===== src/rtl/wb_adder_pkg.sv =====
// Shared types and constants for the Wishbone adder initiator.
// Holds the sequencer states, the responder register map, ctrl values and response codes.
package wb_adder_pkg;

    typedef enum logic [2:0] {
        S_IDLE,
        S_WR_OP1,
        S_WR_OP2,
        S_WR_CTRL,
        S_RD_STAT,
        S_RD_RES,
        S_WR_CLR,
        S_RSP
    } state_t;

    typedef enum logic [1:0] {
        RSP_OK      = 2'd0,
        RSP_BUS_ERR = 2'd1,
        RSP_TIMEOUT = 2'd2,
        RSP_POLL    = 2'd3
    } rsp_status_t;

    localparam int unsigned ADR_OP1  = 1;
    localparam int unsigned ADR_OP2  = 2;
    localparam int unsigned ADR_CTRL = 3;
    localparam int unsigned ADR_STAT = 4;
    localparam int unsigned ADR_RES  = 5;

    localparam int unsigned CTRL_GO  = 1;
    localparam int unsigned CTRL_CLR = 0;

endpackage


===== src/rtl/wb_classic_xfer.sv =====
// Single Wishbone classic transfer engine: launches one request, holds the bus until
// ack/err or timeout, then drops everything for at least one idle cycle.
module wb_classic_xfer #(
    parameter int ADDR_WIDTH     = 3,
    parameter int DATA_WIDTH     = 32,
    parameter int SEL_WIDTH      = 4,
    parameter int TIMEOUT_CYCLES = 16
) (
    input  logic                  clk_i,
    input  logic                  rst_ni,
    input  logic                  req,
    input  logic                  req_we,
    input  logic [ADDR_WIDTH-1:0] req_adr,
    input  logic [DATA_WIDTH-1:0] req_dat,
    output logic                  done,
    output logic                  fail,
    output logic                  tmo,
    output logic                  cyc_o,
    output logic                  stb_o,
    output logic                  we_o,
    output logic [ADDR_WIDTH-1:0] adr_o,
    output logic [DATA_WIDTH-1:0] dat_o,
    output logic [SEL_WIDTH-1:0]  sel_o,
    input  logic                  ack_i,
    input  logic                  err_i
);

    localparam int CW = $clog2(TIMEOUT_CYCLES + 1);

    logic          active;
    logic [CW-1:0] cnt;

    assign cyc_o = active;
    assign stb_o = active;

    assign fail = active & err_i;
    assign done = active & ack_i & ~err_i;
    assign tmo  = active & ~ack_i & ~err_i & (cnt == CW'(TIMEOUT_CYCLES - 1));

    // A transfer can only start from the inactive branch, so the edge that ends one
    // transfer always leaves the bus low for a cycle before the next one starts.
    always_ff @(posedge clk_i or negedge rst_ni) begin
        if (!rst_ni) begin
            active <= 1'b0;
            cnt    <= '0;
            we_o   <= 1'b0;
            adr_o  <= '0;
            dat_o  <= '0;
            sel_o  <= '0;
        end else if (active) begin
            if (ack_i || err_i || tmo) begin
                active <= 1'b0;
                we_o   <= 1'b0;
                adr_o  <= '0;
                dat_o  <= '0;
                sel_o  <= '0;
            end else begin
                cnt <= cnt + 1'b1;
            end
        end else if (req) begin
            active <= 1'b1;
            cnt    <= '0;
            we_o   <= req_we;
            adr_o  <= req_adr;
            dat_o  <= req_dat;
            sel_o  <= '1;
        end
    end

endmodule


===== src/rtl/wb_adder_initiator.sv =====
// Wishbone initiator for the memory-mapped adder: writes operands, starts the adder,
// polls status, reads the sum, clears ctrl and returns sum/status on a response port.
module wb_adder_initiator
    import wb_adder_pkg::*;
#(
    parameter int ADDR_WIDTH     = 3,
    parameter int DATA_WIDTH     = 32,
    parameter int GRANULE        = 8,
    parameter int TIMEOUT_CYCLES = 16,
    parameter int POLL_MAX       = 8,
    localparam int SEL_WIDTH     = DATA_WIDTH / GRANULE
) (
    input  logic                  clk_i,
    input  logic                  rst_ni,
    input  logic                  cmd_valid_i,
    output logic                  cmd_ready_o,
    input  logic [DATA_WIDTH-1:0] op_a_i,
    input  logic [DATA_WIDTH-1:0] op_b_i,
    output logic                  rsp_valid_o,
    input  logic                  rsp_ready_i,
    output logic [DATA_WIDTH-1:0] rsp_sum_o,
    output logic [1:0]            rsp_status_o,
    output logic                  cyc_o,
    output logic                  stb_o,
    output logic                  we_o,
    output logic [ADDR_WIDTH-1:0] adr_o,
    output logic [DATA_WIDTH-1:0] dat_o,
    output logic [SEL_WIDTH-1:0]  sel_o,
    input  logic [DATA_WIDTH-1:0] dat_i,
    input  logic                  ack_i,
    input  logic                  err_i
);

    localparam int PW = $clog2(POLL_MAX + 1);

    state_t                state, state_nxt;
    rsp_status_t           status;
    logic [DATA_WIDTH-1:0] op_a, op_b, sum;
    logic [PW-1:0]         poll_cnt;
    logic                  poll_last;

    logic                  req, req_we, done, fail, tmo;
    logic [ADDR_WIDTH-1:0] req_adr;
    logic [DATA_WIDTH-1:0] req_dat;

    assign cmd_ready_o  = (state == S_IDLE);
    assign rsp_valid_o  = (state == S_RSP);
    assign rsp_sum_o    = sum;
    assign rsp_status_o = status;
    assign poll_last    = (poll_cnt == PW'(POLL_MAX - 1));

    wb_classic_xfer #(
        .ADDR_WIDTH     (ADDR_WIDTH),
        .DATA_WIDTH     (DATA_WIDTH),
        .SEL_WIDTH      (SEL_WIDTH),
        .TIMEOUT_CYCLES (TIMEOUT_CYCLES)
    ) u_xfer (
        .clk_i   (clk_i),
        .rst_ni  (rst_ni),
        .req     (req),
        .req_we  (req_we),
        .req_adr (req_adr),
        .req_dat (req_dat),
        .done    (done),
        .fail    (fail),
        .tmo     (tmo),
        .cyc_o   (cyc_o),
        .stb_o   (stb_o),
        .we_o    (we_o),
        .adr_o   (adr_o),
        .dat_o   (dat_o),
        .sel_o   (sel_o),
        .ack_i   (ack_i),
        .err_i   (err_i)
    );

    always_ff @(posedge clk_i or negedge rst_ni) begin
        if (!rst_ni) state <= S_IDLE;
        else         state <= state_nxt;
    end

    always_comb begin
        state_nxt = state;
        req       = 1'b0;
        req_we    = 1'b0;
        req_adr   = '0;
        req_dat   = '0;
        case (state)
            S_IDLE: if (cmd_valid_i) state_nxt = S_WR_OP1;
            S_WR_OP1: begin
                req = 1'b1; req_we = 1'b1;
                req_adr = ADDR_WIDTH'(ADR_OP1); req_dat = op_a;
                if (done) state_nxt = S_WR_OP2;
            end
            S_WR_OP2: begin
                req = 1'b1; req_we = 1'b1;
                req_adr = ADDR_WIDTH'(ADR_OP2); req_dat = op_b;
                if (done) state_nxt = S_WR_CTRL;
            end
            S_WR_CTRL: begin
                req = 1'b1; req_we = 1'b1;
                req_adr = ADDR_WIDTH'(ADR_CTRL); req_dat = DATA_WIDTH'(CTRL_GO);
                if (done) state_nxt = S_RD_STAT;
            end
            S_RD_STAT: begin
                req = 1'b1;
                req_adr = ADDR_WIDTH'(ADR_STAT);
                if (done) begin
                    if (dat_i != '0)    state_nxt = S_RD_RES;
                    else if (poll_last) state_nxt = S_WR_CLR;
                end
            end
            S_RD_RES: begin
                req = 1'b1;
                req_adr = ADDR_WIDTH'(ADR_RES);
                if (done) state_nxt = S_WR_CLR;
            end
            S_WR_CLR: begin
                req = 1'b1; req_we = 1'b1;
                req_adr = ADDR_WIDTH'(ADR_CTRL); req_dat = DATA_WIDTH'(CTRL_CLR);
                if (done) state_nxt = S_RSP;
            end
            S_RSP: if (rsp_ready_i) state_nxt = S_IDLE;
            default: state_nxt = S_IDLE;
        endcase
        // Bus error or timeout abandons the job, including the ctrl clear.
        if (fail || tmo) state_nxt = S_RSP;
    end

    always_ff @(posedge clk_i or negedge rst_ni) begin
        if (!rst_ni) begin
            op_a     <= '0;
            op_b     <= '0;
            sum      <= '0;
            status   <= RSP_OK;
            poll_cnt <= '0;
        end else begin
            if (state == S_IDLE && cmd_valid_i) begin
                op_a     <= op_a_i;
                op_b     <= op_b_i;
                sum      <= '0;
                status   <= RSP_OK;
                poll_cnt <= '0;
            end
            if (fail) begin
                status <= RSP_BUS_ERR;
                sum    <= '0;
            end else if (tmo) begin
                status <= RSP_TIMEOUT;
                sum    <= '0;
            end else if (done) begin
                if (state == S_RD_STAT && dat_i == '0) begin
                    if (poll_last) status   <= RSP_POLL;
                    else           poll_cnt <= poll_cnt + 1'b1;
                end
                if (state == S_RD_RES) sum <= dat_i;
            end
        end
    end

endmodule


===== config.mk =====
export PLATFORM = sky130hd
export DESIGN_NAME = wb_adder_initiator
export DESIGN_NICKNAME = d
export VERILOG_FILES = /design/src/rtl/wb_adder_pkg.sv /design/src/rtl/wb_classic_xfer.sv /design/src/rtl/wb_adder_initiator.sv
export SDC_FILE = /design/constraint.sdc
export NUM_CORES = 1
export LEC_CHECK = 0
export ABC_AREA = 1
export CAP_MARGIN = 20
export CORE_UTILIZATION = 40
export DETAILED_ROUTE_END_ITERATION = 6
export GPL_TIMING_DRIVEN = 1
export MAX_ROUTING_LAYER = met4
export PLACE_DENSITY = 0.68
export SLEW_MARGIN = 25
export SYNTH_ARGS = -nofsm -noshare
export SYNTH_HDL_FRONTEND = slang
export SYNTH_SLANG_ARGS = --single-unit
export TNS_END_PERCENT = 20

===== constraint.sdc =====
create_clock -name clk_i -period 2.1 [get_ports clk_i]
set_input_delay 0.21 -clock clk_i [delete_from_list [all_inputs] [get_ports clk_i]]
set_output_delay 0.21 -clock clk_i [all_outputs]
set_load 0.005 [all_outputs]

== Word level (Yosys, flattened, before mapping) ==
Cells that the tools add are included.
Cells by class
  add/subtract/negate cells: 2
  eq/ne operators: 20
  muxes and demuxes: 51
  bitwise operators: 8
  reduce and logical (&&, ||, !) cells: 15
Operators by type and width (number)
  32-bit two-way mux: 8
  32-bit one-hot mux with 3 select lines: 1
  3-bit two-way mux: 14
  4-bit two-way mux: 9
  32-bit logical NOT: 1
  32-bit nonzero test: 1
  3-bit one-hot mux with 8 select lines: 1
  3-bit != test (second input constant): 6
  5-bit two-way mux: 3
  3-bit one-hot mux with 5 select lines: 1
  3-bit equality test (second input constant): 4
  2-bit two-way mux: 6
  9-bit AND reduction: 1
  1-bit two-way mux: 8
  1-bit AND: 6
  3-bit by 2-bit equality test with 1-bit output (second input constant): 2
  6-bit OR reduction: 1
  5-bit by 1-bit adder with 5-bit output (second input constant): 1
  5-bit by 4-bit equality test with 1-bit output (second input constant): 1
  4-bit by 1-bit adder with 4-bit output (second input constant): 1
  4-bit by 3-bit equality test with 1-bit output (second input constant): 1
  2-bit != test (second input constant): 2
  4-bit != test (second input constant): 1
  2-bit AND reduction: 2
  10 further kinds: 14
Word-level totals
  flip-flop bits (word level): 151
  input port bits: 102
  word-level logic and storage cells: 108

== Logic depth before layout (Yosys ltp) ==
Gate-level depths: netlist of the first run.
  word-level depth: 8
  depth in mapped cells: 11
  mapped depth without buffers: 10

== Modules after synthesis ==
From an unflattened synthesis of the first run, not the netlist that was laid out.
Unflattened totals
  cells, all modules: 715
  area, all modules: 6886.6 µm²
Modules (own cells, without submodules)
  wb_adder_initiator: instances 1, cells an instance 505, area each 5049.8 µm², sequential area each 2627.5 µm²
  wb_classic_xfer: instances 1, cells an instance 210, area each 1836.8 µm², sequential area each 1076.0 µm²

== Worst setup path after synthesis of the first run ==
No wires, ideal clock.
  path type: register to register
  from: register u_xfer.cnt[0]
  to: register u_xfer.we_o
  arrival: 1.701 ns
  path slack: 0.304 ns
  cell stages (with the launch flop): 11
  buffers on the path: 1
  cell sequence: dfrtp_1 ha_1 nand2_1 nor2_1 ha_1 nand3_1 nand2_1 nor2_2 buf_2 nand3_1 o31ai_1
Between the ends
  longest elaborated chain between the ends: 5
RTL lines
  from (decl): RTL line wb_classic_xfer.sv:31  | logic [CW-1:0] cnt;
  from (signal assigned): RTL line wb_classic_xfer.sv:58  | cnt <= cnt + 1'b1;
  5-bit by 4-bit equality test with 1-bit output: RTL line wb_classic_xfer.sv:38  | assign tmo = active & ~ack_i & ~err_i & (cnt == CW'(TIMEOUT_CYCLES - 1));
  1-bit AND: RTL line wb_classic_xfer.sv:38
  1-bit logical OR: RTL line wb_classic_xfer.sv:51  | if (ack_i || err_i || tmo) begin
  2-bit != test (no source line)
  2-bit AND reduction (no source line)
  to (signal assigned): RTL line wb_classic_xfer.sv:63  | we_o <= req_we;
  to (decl): RTL line wb_classic_xfer.sv:20  | output logic we_o,
Every way passes these cells.
A chain may end at the register's enable or synchronous reset.

== Worst setup path in the final report of the first run ==
  from: register state[0]
  to: output port cmd_ready_o
Between the ends
  longest elaborated chain between the ends: 1
RTL lines
  from (decl): RTL line wb_adder_initiator.sv:36  | state_t state, state_nxt;
  from (signal assigned): RTL line wb_adder_initiator.sv:79  | else state <= state_nxt;
  3-bit logical NOT: RTL line wb_adder_initiator.sv:46  | assign cmd_ready_o = (state == S_IDLE);
  to (decl): RTL line wb_adder_initiator.sv:16  | output logic cmd_ready_o,
Every way passes these cells.

==> results.py, run 1 <==
metrics = {
    "status": {
        "status": "completed",
    },
    "power": {
        "power_frac_seq_pct": 37.6,
        "ir_drop_mv": 0.619,
        "power.switching_mw": 3.91,
        "p_int_mw": 8.58,
        "switching_share_pct": 31.3,
        "power.density_mw_per_mm2": 1340,
        "finalPower_mw": 12.5,
        "p_comb_share_pct": 34.9,
        "clkPwrFrac_pct": 27.5,
        "p_leak_nw": 4.06,
    },
    "clock_network": {
        "cts_tree": "built",
        "cts_buffers": 17,
        "cts_htree_levels": 4,
        "clock_latency_ps": 420,
        "cts.sink_count": 148,
        "clk_pin_slew_ps": 60,
        "cts_root_buf": "clkbuf_16",
        "clk_path_buf_depth": 2,
    },
    "logic_synthesis": {
        "avgSynthCellArea_um2": 10.1,
        "syn_inst": 648,
        "synth_fp_nets": 753,
        "yosysTopAreaCell": "dfrtp_1",
        "ys_ff_latch": 148,
        "ys_types": 32,
        "syn_area_mm2": 0.00656,
        "ys_seq_area_share_pct": 56.4,
        "synth_top_area_share_pct": 56.4,
        "ys_top_cells_by_area": "dfrtp_1 (56%), mux2_2 (9.1%), o21ai_0 (4.8%)",
        "yosys_warnings": 0,
    },
    "critical_path": {
        "r2r_setup_slack_ps": 190,
        "cpMaxStageDelayCell": "clkdlybuf4s50_1",
        "endpoint_kind": "primary output",
        "startpoint": "state[0]",
        "r2r-start": "u_xfer.cnt[0]",
        "critPathRequiredTime_ps": 1890,
        "critical_path_class": "register to primary output",
        "cp_cell_sequence": "nor2_4 -> nand2_4 -> inv_2 -> clkdlybuf4s50_1",
        "endpoint": "cmd_ready_o",
        "crit_family": "buffers and inverters",
        "crit_buf_inv": 2,
        "cp.arrival_ps": 1780,
        "reg2regPathDepth": 10,
        "crit_cells": 4,
        "cp_slowest_stage_delay_ps": 520,
        "critPathLaunchType": "register",
        "worstPathMaxFanout": 8,
        "r2r_end": "u_xfer.dat_o[28]",
    },
    "timing": {
        "worst_clock_skew_ps": 8.28,
        "worst_pin_slew_ps": 533,
        "rsz0062_at_grt": "no",
        "fin_tns_setup_ps": 0,
        "slew-limit-headroom_pct": 64.5,
        "hold_ws_ps": 346,
        "period_share_pct": 94.5,
        "max_freq_ghz": 0.504,
        "hold_violations": 0,
        "drv_slew": 0,
        "setup_violations": 0,
        "period_needed_ps": 1990,
    },
    "global_routing": {
        "grt_pass1_vias": 5612,
        "grt_pass1_wl_um": 27600,
        "antenna_found_initial": 0,
        "grt_usage_pct": 22.2,
        "grt_start_max_net_pins": 60,
        "overflow": 0,
    },
    "placement": {
        "port_buffers": 179,
        "placedCellCount": 1017,
        "dp_hpwl_um": 11800,
        "place_congestion": 0.830,
    },
    "floorplanning": {
        "die_h_um": 130,
        "die_area_mm2": 0.0169,
        "row_count": 46,
        "fp.dieW_um": 130,
        "core_area_mm2": 0.0159,
        "pin_count": 180,
        "start_util_pct": 41.2,
    },
    "layout": {
        "n_antenna_cell": 0,
        "mostFrequentLayoutCell": "clkdlybuf4s50_1",
        "regArea_mm2": 0.00371,
        "area_growth_pct": 41.9,
        "fillCellCount": 1333,
        "multi_input_area_mm2": 0.00243,
        "final_cell_mix": "clkdlybuf4s50_1 (178), dfrtp_1 (146), nand2_1 (83)",
        "finish.utilization_pct": 58.4,
        "drive_gt1_share_pct": 14.5,
        "fin_cells": 1053,
        "layout.nets": 929,
    },
    "hold_path": {
        "hp-class": "input pin to asynchronous set/reset pin",
    },
    "routing": {
        "dr_total_vias": 5373,
        "drt-vias-per-instance": 5.10,
        "drtPass1Iterations": 6,
        "drc": 0,
        "wl_um": 17200,
        "wl_per_cell_um": 16.3,
        "drtAntennaViolNets": 0,
        "initialDrtViolationCount": 267,
    },
    "flow_run": {
        "cap_violations": 0,
    },
}
## timing repair
item	CTS	global route
hold buffers	1	0
endpoints found under the hold margin	54	0
setup endpoints to repair	0	2
buffers inserted	0	3
gates resized for setup	0	3
## through the flow
stage | setup slack (ps) | area [um^2]
2_1_floorplan | 304 | 6560
3_3_place_gp | 237 | 8600
3_5_place_dp | 153 | 8600
4_1_cts | 22.3 | 9280
5_1_grt | 6.29 | 9310
6_report | 115 | 9310
## how the worst min path moves through the flow
stage                            end  slack, ps  cells past startpoint
finish                      op_b[18]        350                      2
global route                 op_b[0]        380                      2
CTS                         op_a[13]        350                      2
detailed placement  u_xfer.dat_o[18]        220                      1
global placement            op_a[18]        210                      1
floorplan                    op_a[0]        -90                      0
## power by group through the flow
| stage | clock [mW] | sequential (mW) | combinational (mW) |
|---|---|---|---|
| 2_1_floorplan | 0 | 4.54 | 2.47 |
| 3_3_place_gp | 0 | 4.67 | 4.20 |
| 3_5_place_dp | 0 | 4.73 | 4.31 |
| 4_1_cts | 3.49 | 4.70 | 4.34 |
| 5_1_grt | 3.61 | 4.84 | 4.80 |
| 6_report | 3.44 | 4.70 | 4.36 |
## cell type report
cell class / count / share of cell area, %
clock buffers: 19 / 4.76
clock inverters: 13 / 2.45
inverters: 51 / 2.08
multi-input cells: 404 / 26.1
flip-flops and latches: 148 / 39.8
well taps: 216 / 2.90
repair buffers: 202 / 21.9
## state kept, by name (all words and copies together), names as in the netlist
signal        cells
op_a             32
op_b             32
rsp_sum_o        32
u_xfer.dat_o     32
u_xfer.cnt        5
poll_cnt          4
state             3
u_xfer.adr_o      3
rsp_status_o      2
u_xfer.cyc_o      1
u_xfer.sel_o      1
u_xfer.we_o       1
## cells by family (layout without fill, tap and decap cells)
kind of cell / after synthesis / after routing / share of synthesized area, %
AND/OR/NAND/NOR: 190 / 190 / 12.7
AO/OA/AOI/OAI: 151 / 151 / 13.3
flip-flops: 148 / 148 / 56.4
buffers and inverters: 96 / 285 / 6.75
multiplexers: 59 / 59 / 10.1
adder cells (fa/ha/maj): 3 / 3 / 0.572
XOR/XNOR: 1 / 1 / 0.133
## metal layers
metal	up-vias	wire length, um	track usage [%]
li1	2546	-	-
met1	2637	7400	25.5
met2	171	8430	37.5
met3	19	1130	5.82
met4	0	244	7.87
met5	-	0	-
## cell usage after synthesis (all sizes together)
cell type and n:
inv 51, buf 33, a22o 26, dfrtp 148
o21ai 79, a21boi 1, nor3 4, or2 1
o22ai 2, a21oi 39, clkbuf 12, nand3 50
mux2 59, o21a 1, o31ai 3, nor2 47
nand2 85, ha 3, xor2 1, nand4 3
No activity file was read; power rests on OpenSTA's default activity.
==> run 2: changes to the inputs <==
--- a/config.mk
+++ b/config.mk
@@ -12,6 +12,7 @@
 export GPL_TIMING_DRIVEN = 1
 export MAX_ROUTING_LAYER = met4
 export PLACE_DENSITY = 0.68
+export SKIP_LAST_GASP = 1
 export SLEW_MARGIN = 25
 export SYNTH_ARGS = -nofsm -noshare
 export SYNTH_HDL_FRONTEND = slang
==> results of run 2 <==
The final DEF is identical to that of run 1; final timing and power are the same.
